==> src/rtl/col_output_ctrl.sv <==
// Column-group output collector: per-lane capture registers drained by a fixed-priority
// arbiter into a show-ahead FIFO with a valid/read handshake.
module col_output_ctrl #(
    parameter int unsigned WIDTH = 32,
    parameter int unsigned LANES = 8,
    parameter int unsigned DEPTH = 8
) (
    input  logic             clk,
    input  logic             rst,
    input  logic [WIDTH-1:0] in_r [0:LANES-1],
    input  logic [LANES-1:0] in_v,
    input  logic             rread,
    output logic [WIDTH-1:0] out_r,
    output logic             rvalid
);

    localparam int unsigned PW = $clog2(DEPTH);
    localparam int unsigned LW = (LANES > 1) ? $clog2(LANES) : 1;

    logic [WIDTH-1:0] pend_data_q [0:LANES-1];
    logic [LANES-1:0] pend_vld_q, pend_vld_d;
    logic [WIDTH-1:0] mem_q [0:DEPTH-1];
    logic [PW-1:0]    wptr_q, rptr_q;
    logic [PW:0]      count_q, count_d;

    logic          sel_found;
    logic [LW-1:0] sel_idx;
    logic          full, pop, push;

    // Fixed priority: scan from the top so the lowest pending lane wins.
    always_comb begin
        sel_found = 1'b0;
        sel_idx   = '0;
        for (int k = LANES - 1; k >= 0; k--) begin
            if (pend_vld_q[k]) begin
                sel_found = 1'b1;
                sel_idx   = LW'(k);
            end
        end
    end

    assign full   = (count_q == (PW + 1)'(DEPTH));
    assign rvalid = (count_q != '0);
    assign pop    = rread && rvalid;
    // A full FIFO still accepts a push when it is popped on the same edge.
    assign push   = sel_found && (!full || pop);
    assign out_r  = rvalid ? mem_q[rptr_q] : '0;

    // A fresh strobe re-arms the lane even if its old value is drained this edge.
    always_comb begin
        pend_vld_d = pend_vld_q;
        for (int k = 0; k < LANES; k++) begin
            if (in_v[k]) begin
                pend_vld_d[k] = 1'b1;
            end else if (push && (sel_idx == LW'(k))) begin
                pend_vld_d[k] = 1'b0;
            end
        end
    end

    always_comb begin
        count_d = count_q;
        unique case ({push, pop})
            2'b10:   count_d = count_q + (PW + 1)'(1);
            2'b01:   count_d = count_q - (PW + 1)'(1);
            default: count_d = count_q;
        endcase
    end

    always_ff @(posedge clk) begin
        if (rst) begin
            pend_vld_q <= '0;
            wptr_q     <= '0;
            rptr_q     <= '0;
            count_q    <= '0;
        end else begin
            pend_vld_q <= pend_vld_d;
            count_q    <= count_d;
            if (push) begin
                wptr_q <= wptr_q + PW'(1);
            end
            if (pop) begin
                rptr_q <= rptr_q + PW'(1);
            end
        end
    end

    // Data storage needs no reset; validity is tracked by the flags and the count.
    always_ff @(posedge clk) begin
        for (int k = 0; k < LANES; k++) begin
            if (in_v[k]) begin
                pend_data_q[k] <= in_r[k];
            end
        end
        if (push && !rst) begin
            mem_q[wptr_q] <= pend_data_q[sel_idx];
        end
    end

endmodule

==> config.mk <==
export PLATFORM = sky130hd
export DESIGN_NAME = col_output_ctrl
export DESIGN_NICKNAME = d
export VERILOG_FILES = /design/src/rtl/col_output_ctrl.sv
export SDC_FILE = /design/constraint.sdc
export NUM_CORES = 1
export LEC_CHECK = 0
export ABC_AREA = 1
export CAP_MARGIN = 20
export CELL_PAD_IN_SITES_DETAIL_PLACEMENT = 1
export CELL_PAD_IN_SITES_GLOBAL_PLACEMENT = 2
export CORE_ASPECT_RATIO = 0.8
export CORE_MARGIN = 3
export CORE_UTILIZATION = 30
export DETAILED_ROUTE_END_ITERATION = 10
export PLACE_DENSITY = 0.74
export SYNTH_ARGS = -nofsm -noshare
export SYNTH_HDL_FRONTEND = slang
export SYNTH_SLANG_ARGS = --single-unit
==> constraint.sdc <==
create_clock -name clk -period 4.6 [get_ports clk]
set_input_delay 1.15 -clock clk [delete_from_list [all_inputs] [get_ports clk]]
set_output_delay 1.15 -clock clk [all_outputs]
set_load 0.005 [all_outputs]
==> metrics list <==
- Post-synthesis sequential area ratio: 72.99%
* Mapped Nets: 2032
* Global-route wire length before repair: 99990 um
* Most frequent cells in the layout: edfxtp_1 (512), clkdlybuf4s50_1 (291), nor2_1 (271)
- At the end of routability-driven placement, the weighted congestion stood at 0.7804.
- The layout has 7576 filler cells.
* Number of global-route vias before repair: 15856
* Largest fanout on the critical path: 41
- Largest cells by area after synthesis: edfxtp_1 (71%), nor2_1 (4.8%), nand3_1 (4.7%)
* Fmax: 0.2294 GHz
- In this run the cell area of the synthesized design comes to 21640 um^2.
- For the worst setup path, the data required time is 3.45 ns.
- DRT antenna net count: 0
* First DRT Iteration DRCs: 1137
- The clock tree synthesis step divided the H-tree into 2 levels.
- Sort of element at the end of the critical path: output pin
* Area Overhead vs Synth: 25.87%
* Placement-stage cell area: 25480 um^2
- In this run the power density over the cells is 496.6 nW/um^2.
- The number of clock buffers added by TritonCTS is 56.
* Floorplan die height: 246.2 um
- The die covers 75410 um^2.
- CTS max path bufs: 3
- Clock latency at the later pin of the worst-skew pair: 0.63 ns
- The critical path goes through buf_4, o21ai_0, o32ai_1, o21ai_1, nor2_1, clkdlybuf4s50_1.
- Summed over all instances, the cell type with the most area after synthesis is edfxtp_1.
- STA classifies the critical path startpoint as a register.
* Fin Clk Skew: 0.03006 ns
- The net count of the finished layout is 2291.
* Final wirelength: 67820 um
- Yosys printed 0 warnings.
- After synthesis the netlist holds a flip-flop and latch count of 533.
* Clock slew at reported path FFs: 0.06 ns
* Overall Global Routing Usage: 17.66%
- The final-report max-slew violation count came to 0.
- RSZ-0062 raised after global routing: no
- In this design, the stage delay of the slowest critical-path cell is 0.83 ns.
- The final hold violation count was 0.
- Synthesis instantiated 25 different standard cells from the library.
* Worst vdd rail ir drop: 251.0 uV
* Initial core utilization: 30.49%
- Post-route setup TNS: 0 ns
- The tool flagged a number of max-cap violations equal to 0.
* Number of placement rows: 87
* Detailed-router iteration count before antenna repair: 5
* Worst hold path type: reg -> reg
* CP arrival: 3.21 ns
* Most common cell after layout, fill and taps aside: edfxtp_1
- The slowest stage of the critical path is the dfxtp_2 cell.
* Total power of the final layout: 13.53 mW
* Number of primary I/O pins: 300
- The routed layout has 15019 vias.
- Residual DRC: 0
* Number of setup violations in the final report: 0
- Status: finished, final reports clean
* Maximum number of pins on one net before global-route repair: 105
- Each instance of the synthesized netlist takes up on average 12.30 um^2.
- Die span in x: 306.3 um
* Portion of synthesized cell area occupied by the leading cell type: 71.05%
- After detailed routing, the number of vias per cell comes to 5.003.
* Post-layout minimum cycle time: 4.360 ns
* Relative max-transition margin: 29.89%
- The cell sitting at the root of the clock tree is a clkbuf_16.
- Period utilization: 94.78%
* Transition at the pin with the smallest max-transition slack: 1.052 ns
- Total congestion overflow: 0
- TritonCTS clock tree: yes
- Detailed placement finished with a half-perimeter wire length of 44220 um.
* Post-synthesis cell count: 1760
- In this run the standard cell core region covers 70970 um^2.
* Classification of the worst setup path: reg -> out
- Buffers added on ports: 299
* Cell area after layout: 27240 um^2
- In this run the static leakage power is 9.625 nW.
- Sinks on Clock Net: 533
- The initial antenna violation count was 5.
- Fraction of final layout cells sized beyond drive strength 1: 6.592%
- Routed length per instance: 22.59 um
[state kept, by name, summed over array words and instances (netlist names), named ones only]
signal,cells
count_q,4
pend_data_q,256
wptr_q,3
mem_q,256
pend_vld_q,8
rptr_q,3
[metrics by stage]
step           hold WS [ns]  worst slack, ns  cells  util [%]
2_1_floorplan        0.4331           0.3451   1760         -
3_3_place_gp         0.4480           0.8265   2895     35.91
3_5_place_dp         0.4617           0.7429   2895     35.91
4_1_cts              0.4711          0.04251   2997     38.36
5_1_grt              0.4988          0.01253   2999     38.37
6_report             0.4702           0.2401   3002     38.38
[synth_stat cells]
master,count
edfxtp_1,512
nor2_1,275
nand3_1,202
nand2_1,193
nand4_1,128
o21ai_0,97
inv_1,95
clkbuf_1,68
o32ai_1,64
buf_2,42
dfxtp_1,21
a21oi_1,17
buf_4,12
o21ai_1,8
buf_1,7
ha_1,4
nor3_1,4
inv_2,3
a31oi_1,2
a21oi_4,1
and3_1,1
fa_1,1
nand2_2,1
o21ai_4,1
xor2_1,1
[cells by family after synthesis]
group,after synthesis,synth area share (%)
buf+inv,227,4.388
xor+xnor,1,0.04048
simple gates,804,16.64
flops,533,72.99
fa+ha+maj,5,0.3238
compound gates,190,5.620
[final cells by class]
type,count,area [um^2],area share [%]
antenna,5,12.51,0.04593
tap,934,1169,4.290
inverter,98,371.6,1.364
timing repair buffer,330,3211,11.79
clock buffer,69,1471,5.402
sequential,533,15800,58.01
multi-input combinational,1000,4936,18.12
clock inverter,33,267.8,0.9830
[path summary, 6_finish.rpt]
| path | slack (ns) | start | cells after the start | endpoint |
|---|---|---|---|---|
| setup / recovery | 0.24 | register | 6 | out_r[24] |
| hold / removal | 0.47 | pend_vld_q[1]$_SDFFE_PP0P_ | 2 | pend_vld_q[1]$_SDFFE_PP0P_ |
| setup reg to reg | 1.40 | pend_vld_q[0]$_SDFFE_PP0P_ | 8 | mem_q[3][4]$_DFFE_PP_ |
| hold reg to reg | 0.47 | pend_vld_q[1]$_SDFFE_PP0P_ | 2 | pend_vld_q[1]$_SDFFE_PP0P_ |
[layer usage]
metal	share of wire (%)	wire (um)	track usage (%)
met5	0.063	43	0
met4	2.3	1528	5.163
met3	4.7	3179	3.043
met2	47	32120	28.92
met1	46	30960	24.15
[worst max-delay path, delay by kind of cell, from the launching register on]
family / cells / cell delay (ns)
compound gates: 3 / 0.39
buf+inv: 2 / 1.04
flops: 1 / 0.83
simple gates: 1 / 0.31
[timing repair]
| action | CTS | global route |
|---|---|---|
| resized for setup | 0 | 1 |
| setup endpoints to repair | 0 | 1 |
| hold buffers | 0 | 0 |
| buffers inserted | 0 | 0 |
| hold endpoints to repair | 0 | 0 |
[report_power, final]
part           switching, mW  internal [mW]  leakage [nW]
combinational           1.97           1.20          3.76
sequential             0.176           5.86          5.02
clock                   1.89           2.43         0.838
No activity file was read; power rests on OpenSTA's default activity.
